**src/rtl/mips_pkg.sv**
```systemverilog
// Shared MIPS pipeline definitions.
// Constants, opcodes and the IF/ID bundle.
package mips_pkg;

  localparam int INSTR_W = 32;

  localparam logic [31:0] RESET_PC = 32'h0000_0000;
  localparam logic [31:0] NOP_WORD = 32'h0000_0000;

  localparam logic [5:0] OP_RTYPE = 6'h00;
  localparam logic [5:0] OP_J     = 6'h02;
  localparam logic [5:0] OP_JAL   = 6'h03;
  localparam logic [5:0] OP_BEQ   = 6'h04;
  localparam logic [5:0] OP_BNE   = 6'h05;
  localparam logic [5:0] OP_ADDI  = 6'h08;
  localparam logic [5:0] OP_LW    = 6'h23;
  localparam logic [5:0] OP_SW    = 6'h2B;

  typedef struct packed {
    logic [INSTR_W-1:0] instr;
    logic [31:0]        pc4;
    logic               valid;
  } if_id_t;

endpackage

```
**src/rtl/if_stage_if_id_reg.sv**
```systemverilog
// IF/ID pipeline register.
// Flush beats stall, stall beats load.
module if_id_reg
  import mips_pkg::*;
#(
  parameter logic [INSTR_W-1:0] BUBBLE = NOP_WORD
) (
  input  logic   clk,
  input  logic   rst_n,
  input  logic   flush,
  input  logic   stall,
  input  if_id_t d,
  output if_id_t q
);

  if_id_t bubble;

  assign bubble = '{instr: BUBBLE, pc4: 32'd0, valid: 1'b0};

  always_ff @(posedge clk or negedge rst_n) begin
    if (!rst_n) begin
      q <= bubble;
    end else if (flush) begin
      q <= bubble;
    end else if (!stall) begin
      q <= d;
    end
  end

endmodule

```
**src/rtl/if_stage.sv**
```systemverilog
// MIPS instruction-fetch stage.
// PC, next-PC select, alignment flag and fetch counter.
module if_stage #(
  parameter logic [31:0] RESET_PC = mips_pkg::RESET_PC,
  parameter logic [31:0] NOP_WORD = mips_pkg::NOP_WORD
) (
  input  logic        clk,
  input  logic        rst_n,
  output logic [31:0] imem_addr,
  input  logic [31:0] imem_rdata,
  input  logic        stall,
  input  logic        flush,
  input  logic        redirect_valid,
  input  logic [31:0] redirect_pc,
  output logic [31:0] if_id_instr,
  output logic [31:0] if_id_pc4,
  output logic        if_id_valid,
  output logic        misalign_err,
  output logic [31:0] fetch_cnt
);

  import mips_pkg::*;

  logic [31:0] pc;
  logic [31:0] pc4;
  logic        kill;
  logic        take;
  if_id_t      d;
  if_id_t      q;

  assign pc4       = pc + 32'd4;
  assign imem_addr = pc;

  // A redirect squashes the word fetched on the wrong path.
  assign kill = flush | redirect_valid;
  assign take = !kill && !stall;

  assign d = '{instr: imem_rdata, pc4: pc4, valid: 1'b1};

  always_ff @(posedge clk or negedge rst_n) begin
    if (!rst_n) begin
      pc <= RESET_PC;
    end else if (redirect_valid) begin
      pc <= {redirect_pc[31:2], 2'b00};
    end else if (!stall) begin
      pc <= pc4;
    end
  end

  always_ff @(posedge clk or negedge rst_n) begin
    if (!rst_n) begin
      misalign_err <= 1'b0;
      fetch_cnt    <= 32'd0;
    end else begin
      if (redirect_valid && redirect_pc[1:0] != 2'b00)
        misalign_err <= 1'b1;
      if (take)
        fetch_cnt <= fetch_cnt + 32'd1;
    end
  end

  if_id_reg #(
    .BUBBLE(NOP_WORD)
  ) u_if_id (
    .clk  (clk),
    .rst_n(rst_n),
    .flush(kill),
    .stall(stall),
    .d    (d),
    .q    (q)
  );

  assign if_id_instr = q.instr;
  assign if_id_pc4   = q.pc4;
  assign if_id_valid = q.valid;

endmodule

```
**config.mk**
```make
export PLATFORM = sky130hd
export DESIGN_NAME = if_stage
export DESIGN_NICKNAME = d
export VERILOG_FILES = /design/src/rtl/mips_pkg.sv /design/src/rtl/if_stage_if_id_reg.sv /design/src/rtl/if_stage.sv
export SDC_FILE = /design/constraint.sdc
export NUM_CORES = 1
export LEC_CHECK = 0
export ABC_AREA = 1
export CAP_MARGIN = 20
export CELL_PAD_IN_SITES_DETAIL_PLACEMENT = 1
export CELL_PAD_IN_SITES_GLOBAL_PLACEMENT = 2
export CORE_MARGIN = 5
export CORE_UTILIZATION = 39
export DETAILED_ROUTE_END_ITERATION = 6
export DONT_BUFFER_PORTS = 1
export PLACE_DENSITY_LB_ADDON = 0.12
export SETUP_SLACK_MARGIN = 0.4
export SLEW_MARGIN = 20
export SYNTH_ARGS = -nofsm -noshare
export SYNTH_HDL_FRONTEND = slang
export SYNTH_SLANG_ARGS = --single-unit
```
**constraint.sdc**
```tcl
create_clock -name clk -period 3.13 [get_ports clk]
set_input_delay 0.4695 -clock clk [delete_from_list [all_inputs] [get_ports clk]]
set_output_delay 0.4695 -clock clk [all_outputs]
set_load 0.005 [all_outputs]
```
==> results of run 1 <==
-- layout make-up --
type                            instances  area (um2)  share of cell area
Timing Repair Buffer                    3        22.5             0.00311
Clock inverter                         15         205              0.0283
Clock buffer                           17         425              0.0587
Multi-Input combinational cell        594        2960               0.408
Tap cell                              220         275              0.0380
Sequential cell                       126        3150               0.435
Inverter                               54         205              0.0283
-- stage by stage --
| step | total power [mW] | instance area [um2] | setup slack (ps) | utilization |
|---|---|---|---|---|
| after detailed placement | 2.27 | 6620 | 1160 | 0.403 |
| after CTS | 4.43 | 7250 | 1350 | 0.442 |
| after global routing | 4.57 | 7250 | 1240 | 0.442 |
| final | 4.37 | 7250 | 1370 | 0.442 |
| after floorplan | 2.14 | 6460 | 1630 | - |
| after global placement | 2.25 | 6620 | 1260 | 0.403 |
-- cell usage after synthesis, drive strengths merged --
library cell	instances
nor3	3
a21oi	9
xor2	18
ha	2
o211ai	8
nand2	332
nor2	94
nor3b	1
a22o	34
buf	23
dfrtp	126
conb	1
nand4	4
o21ai	15
o21bai	1
clkbuf	3
nand3	47
and2	2
xnor2	12
inv	54
nand3b	8
-- sequential cells by signal, summed over array words and instances (netlist names) --
name,cells
misalign_err,1
fetch_cnt,32
u_if_id.q,63
imem_addr,30
-- cells in the final DEF, fill, tap and decap left out, types with 3 or more instances in the layout --
master / Yosys / routed
nand2_1: 325 / 325
dfrtp_1: 126 / 126
nor2_1: 76 / 75
inv_1: 50 / 50
nand3_1: 44 / 44
a22o_1: 34 / 34
clkbuf_16: 0 / 17
xor2_1: 16 / 16
xnor2_1: 12 / 12
nor2_2: 8 / 9
a21oi_1: 9 / 9
o21ai_0: 9 / 9
nand3b_1: 8 / 8
o211ai_1: 8 / 8
nor2_4: 7 / 7
o21ai_1: 6 / 6
inv_6: 0 / 6
nand2_2: 4 / 4
nand4_1: 4 / 4
conb_1: 1 / 4
bufinv_16: 0 / 4
nor2_8: 3 / 3
nand2_4: 3 / 3
inv_2: 3 / 3
clkinv_2: 0 / 3
buf_4: 4 / 3
-- metal layers --
| layer | vias up | GRT usage |
|---|---|---|
| met5 | - | 0 |
| met1 | 2642 | 0.242 |
| met4 | 0 | 0.0561 |
| met3 | 18 | 0.0659 |
| met2 | 133 | 0.379 |
| li1 | 2532 | - |
-- cell families (layout without fill, tap and decap cells) --
logic type / after synthesis / after routing / synth area share
compound gates: 67 / 67 / 0.0752
xor+xnor: 30 / 30 / 0.0430
fa+ha+maj: 2 / 2 / 0.00388
buf+inv: 80 / 89 / 0.0549
flops: 126 / 126 / 0.489
other cells: 1 / 4 / 0.000581
simple gates: 491 / 491 / 0.334
-- worst max-delay path: stages, from the launching register on --
cell     delay (ps)
dfrtp_1         500
ha_1            260
nand2_2          90
nor2_4          180
nand2_4         120
nor2_8          170
nand2_1          70
nand2_1          50
nand2_1          70
nand2_1          70
nand2_1          60
-- power by group through the flow --
stage                     combinational (mW)  sequential, mW  clock, mW
after floorplan                        0.265            1.88          0
after global placement                 0.307            1.95          0
after detailed placement               0.321            1.95          0
after CTS                              0.325            1.92       2.19
after global routing                   0.365            1.93       2.27
final                                  0.317            1.91       2.14
-- worst paths after layout --
check / end / startpoint / cells past startpoint / slack [ps]
min in group clk: u_if_id.q[13] / flush / 1 / 100
min reg2reg: misalign_err / misalign_err / 2 / 500
max: u_if_id.q[23] / imem_addr[2] / 10 / 1370
min: fetch_cnt[10] / rst_n / 0 / -260
max reg2reg: u_if_id.q[23] / imem_addr[2] / 10 / 1370
max in group asynchronous: u_if_id.q[61] / rst_n / 0 / 3180
==> run metrics, run 1 <==
CTS clk-pin slew, worst paths 60 ps; n_diodes 0; CP Class reg -> reg; initial antenna violation count 0; CTS sink count 126; status finished with violations; initial drt markers 270; Die Span X 139 um; number of global-route vias before repair 5906; Slew Viols, Final 0; failing checks negative hold slack; clk root buf clkbuf_16; first-pass GRT wire length 32600 um; Reg power frac 0.437; Synth area leader dfrtp_1; Final Skew 9.20 ps; Slew @ Worst Pin 1030 ps; Core Region 0.0164 mm2; TritonRoute pass-1 iters 4; GRT Overall Usage 0.210; hold violation total from the final report 126; register area share after synthesis 0.489; RSZ-0062 raised after global routing no; Area Overhead vs Synth 12.3%; CTS H-tree lvls 4; crit path launch type flop; HPWL after detailed placement 14600 um; hold crit path type in -> async; post-synthesis cell area 0.00645 mm2; io pins 199; sw frac 0.269; crit path DAT 2070 ps; die area 0.0192 mm2; Synth cell types 35; fillers 1962; Critical Path RT 3430 ps; max-cap check violation count 0; Starting Density 0.393; wire per inst 19.3 um; Vert. Die Dim 139 um; Final Cycle Share 0.564; fraction of layout cells with a size suffix above 1 0.0890; Tmin final 1760 ps; Via density 5.17; Ys Warns 0; final WL 19800 um; Area contributors post-synth dfrtp_1, nand2_1, a22o_1; top layer in use met4; Critical Path End Type flop; dpl cells 997; Cells after Synth 797; Psw 1.17 mW; Clk pwr share 0.490; routed wire length on met2 10300 um; Max Buffers Root-to-Sink 2; row count 47; Synth top area share 0.489; routed wl met3 1250 um; LEAKAGE 3.47 nW; vias 5325; Internal 3.20 mW; Clock Latency Late Sink 430 ps; GPL Wtd Cong 0.827; NumNets Final 867; total grt overflow 0; Comb pwr share 0.073; PostCTS Resize Cnt 0; CTS tree built; CTS Buf Count 17; Synth Register Bits 126; Fin Hold WS -262 ps; final std cells w/o fill 1029; Peak Freq 567 MHz; Post-DRT Antenna Nets 0; Total Neg Setup Slack 0 ps; # Post-CTS Setup Buffers 0; PD cells 604 mW/mm2; IR drop worst, VDD 364 uV; max_slew headroom 0.315; # setup viols final 0; port buffer count 0; CP max FO 7; largest net degree at the start of global routing 127; drc violations 0; Avg Synthesized Cell Area 8.10 um2; M1 WL 8000 um
Note: power is estimated with default switching activity, not from simulation.
==> inputs of run 2 (changes only) <==
--- a/config.mk
+++ b/config.mk
@@ -5,12 +5,12 @@
 export SDC_FILE = /design/constraint.sdc
 export NUM_CORES = 1
 export LEC_CHECK = 0
-export ABC_AREA = 1
+export ABC_AREA = 0
 export CAP_MARGIN = 20
 export CELL_PAD_IN_SITES_DETAIL_PLACEMENT = 1
 export CELL_PAD_IN_SITES_GLOBAL_PLACEMENT = 2
 export CORE_MARGIN = 5
-export CORE_UTILIZATION = 39
+export CORE_UTILIZATION = 38
 export DETAILED_ROUTE_END_ITERATION = 6
 export DONT_BUFFER_PORTS = 1
 export PLACE_DENSITY_LB_ADDON = 0.12
==> constraint.sdc (replaced) <==
create_clock -name clk -period 1.65 [get_ports clk]
set_input_delay 0.2475 -clock clk [delete_from_list [all_inputs] [get_ports clk]]
set_output_delay 0.2475 -clock clk [all_outputs]
set_load 0.005 [all_outputs]
==> run 2 against run 1 <==
Net effect:
- the run ends with negative hold slack, negative setup slack left
- fmax is 0.67% lower
- critical endpoint is now fetch_cnt[23]
- clock skew is 0.57 ps lower
- highest routed layer unchanged
- worst setup slack worse by 1500 ps
- area after synthesis is 6.3% lower
- sequential power is 81% higher
- synthesized cell count is 25% lower
- cell count is 5.9% lower
- critical path type unchanged
- sequential cell count stayed put
- die area is 3.5% lower
==> run metrics, run 2 <==
clk root buf clkbuf_16; most common cell after layout, fill and taps aside dfrtp_1; wire per inst 20.6 um; port buffer count 0; Critical Path End Type flop; post-synthesis mux area share 0.0581; Final Skew 8.63 ps; CTS Buf Count 17; GRT Overall Usage 0.213; CTS H-tree lvls 4; Cells after Synth 601; hold violation total from the final report 155; Clock Latency Late Sink 420 ps; total grt overflow 0; Ys Warns 0; crit path DAT 2110 ps; Largest Register u_if_id.q; Slew Viols, Final 0; drc violations 0; Synth Register Bits 126; Final Cycle Share 1.08; Tmin final 1780 ps; largest net degree at the start of global routing 127; n_diodes 0; PD cells 952 mW/mm2; prevailing post-synth register cell dfrtp_1; CTS tree built; LEAKAGE 4.12 nW; initial drt markers 114; Vert. Die Dim 136 um; status finished with violations; Area contributors post-synth dfrtp_1, xnor2_1, mux2i_1; vias 4948; crit path launch type flop; most frequent cells in the layout dfrtp_1, buf_4, buf_6; Synth top area share 0.521; # setup viols final 16; failing checks negative hold slack, negative setup slack; CP Class reg -> reg; post-synthesis cell area 0.00605 mm2; Critical Path RT 1980 ps; NumNets Final 812; die area 0.0185 mm2; Post-synth EDFFs 0; HPWL after detailed placement 12500 um; Avg Synthesized Cell Area 10.1 um2; flop-to-flop setup slack -130 ps; Peak Freq 563 MHz; share of synthesized registers carrying an async set or reset 1.00; Max Buffers Root-to-Sink 2; commonest cells in the netlist dfrtp_1, nor2_1, xnor2_1; first-pass GRT wire length 30600 um; Slew @ Worst Pin 1060 ps; Simple-Gate Fraction of Synth Area 0.182; number of global-route vias before repair 5466; TritonRoute pass-1 iters 4; Core Region 0.0158 mm2; Post-Synth Adder-Cell Area 0.00414; Largest register FFs 63; GPL Wtd Cong 0.810; fillers 1664; total power 8.64 mW; largest family of logic cells by synthesized area simple AND/OR/NAND/NOR gates; worst reg-to-reg path cell count 4; area of the multi-input gates 0.00345 mm2; Post-DRT Antenna Nets 0; reg-to-reg startpoint fetch_cnt[3]; storage element area 0.00316 mm2; hold crit path type in -> async; Synth area leader dfrtp_1; Starting Density 0.383; Via density 5.11; CTS sink count 126; top-count cell post-synth dfrtp_1; RSZ-0062 raised after global routing yes; Die Span X 136 um; FF-to-FF End fetch_cnt[23]; Synth cell types 43; fin worst setup slack -126 ps; fraction of layout cells with a size suffix above 1 0.355; IR drop worst, VDD 664 uV; row count 46; Util after Layout 0.575; post-synthesis compound-gate area fraction 0.0706; max_slew headroom 0.291; max-cap check violation count 0; final WL 19900 um; register area share after synthesis 0.521; Area Overhead vs Synth 49.9%; Fin Hold WS -470 ps; initial antenna violation count 0; Post-Synth XOR/XNOR Area 0.126; CP max FO 5; CTS clk-pin slew, worst paths 60 ps; io pins 199
==> run 2: cell families after synthesis <==
| kind of cell | Yosys count |
|---|---|
| other | 1 |
| AOI/OAI and AO/OA | 84 |
| DFF | 126 |
| and+or+nand+nor | 218 |
| xor gates and xnor gates | 87 |
| muxes | 35 |
| adders and majority gates | 2 |
| buffers and inverters | 48 |
==> run 2: worst max path at each step <==
| stage | start | endpoint | slack [ps] | depth (start not counted) |
|---|---|---|---|---|
| 4_1_cts | fetch_cnt[3] | fetch_cnt[24] | 7 | 4 |
| 3_5_place_dp | imem_addr[3] | u_if_id.q[17] | -70 | 6 |
| 2_1_floorplan | imem_addr[2] | u_if_id.q[27] | -120 | 7 |
| 3_3_place_gp | imem_addr[2] | imem_addr[16] | -30 | 7 |
| 5_1_grt | fetch_cnt[3] | fetch_cnt[23] | -160 | 4 |
| 6_report | fetch_cnt[3] | fetch_cnt[23] | -130 | 4 |
==> run 2: power by group <==
| part | switching [mW] | internal [mW] |
|---|---|---|
| Clock | 1.32 | 2.42 |
| Combinational | 0.647 | 0.781 |
| Sequential | 0.185 | 3.27 |
| Total | 2.16 | 6.48 |
==> run 2: per-layer routing <==
metal | vias up | routed length (um) | track usage
li1 | 2303 | - | -
met1 | 2492 | 7820 | 0.254
met2 | 138 | 10300 | 0.364
met3 | 15 | 1580 | 0.0792
met4 | 0 | 202 | 0.0554
met5 | - | 0 | 0
==> run 2: what timing repair did <==
action / 4_1_cts / 5_1_grt
gates resized for setup: 119 / 62
buffers inserted: 31 / 18
hold buffers: 32 / 3
endpoints found under the setup margin: 87 / 118
endpoints found under the hold margin: 189 / 157
pin swaps: 82 / 41
gates cloned: 1 / 0
==> run 2: layout make-up <==
class | count | share of cell area
inverters | 7 | 0.00290
clock buffers | 22 | 0.0512
flip-flops and latches | 126 | 0.348
multi-input cells | 430 | 0.381
clock inverters | 8 | 0.0127
well taps | 216 | 0.0298
repair buffers | 159 | 0.175
==> run 2: per-stage QoR <==
step | std cells | cell area, um2 | TNS [ps] | setup slack, ps
3_5_place_dp | 853 | 7030 | -204 | -67.6
3_3_place_gp | 853 | 7030 | -34.7 | -34.7
6_report | 968 | 9070 | -1010 | -126
4_1_cts | 947 | 8640 | 0 | 6.80
2_1_floorplan | 604 | 6450 | -981 | -116
5_1_grt | 968 | 9070 | -2520 | -162
==> run 2: worst max-delay path: stages, from the launching register on <==
cell	delay, ps
dfrtp_1	430
nand4_1	290
or4_4	660
nor3_2	170
xnor2_1	140
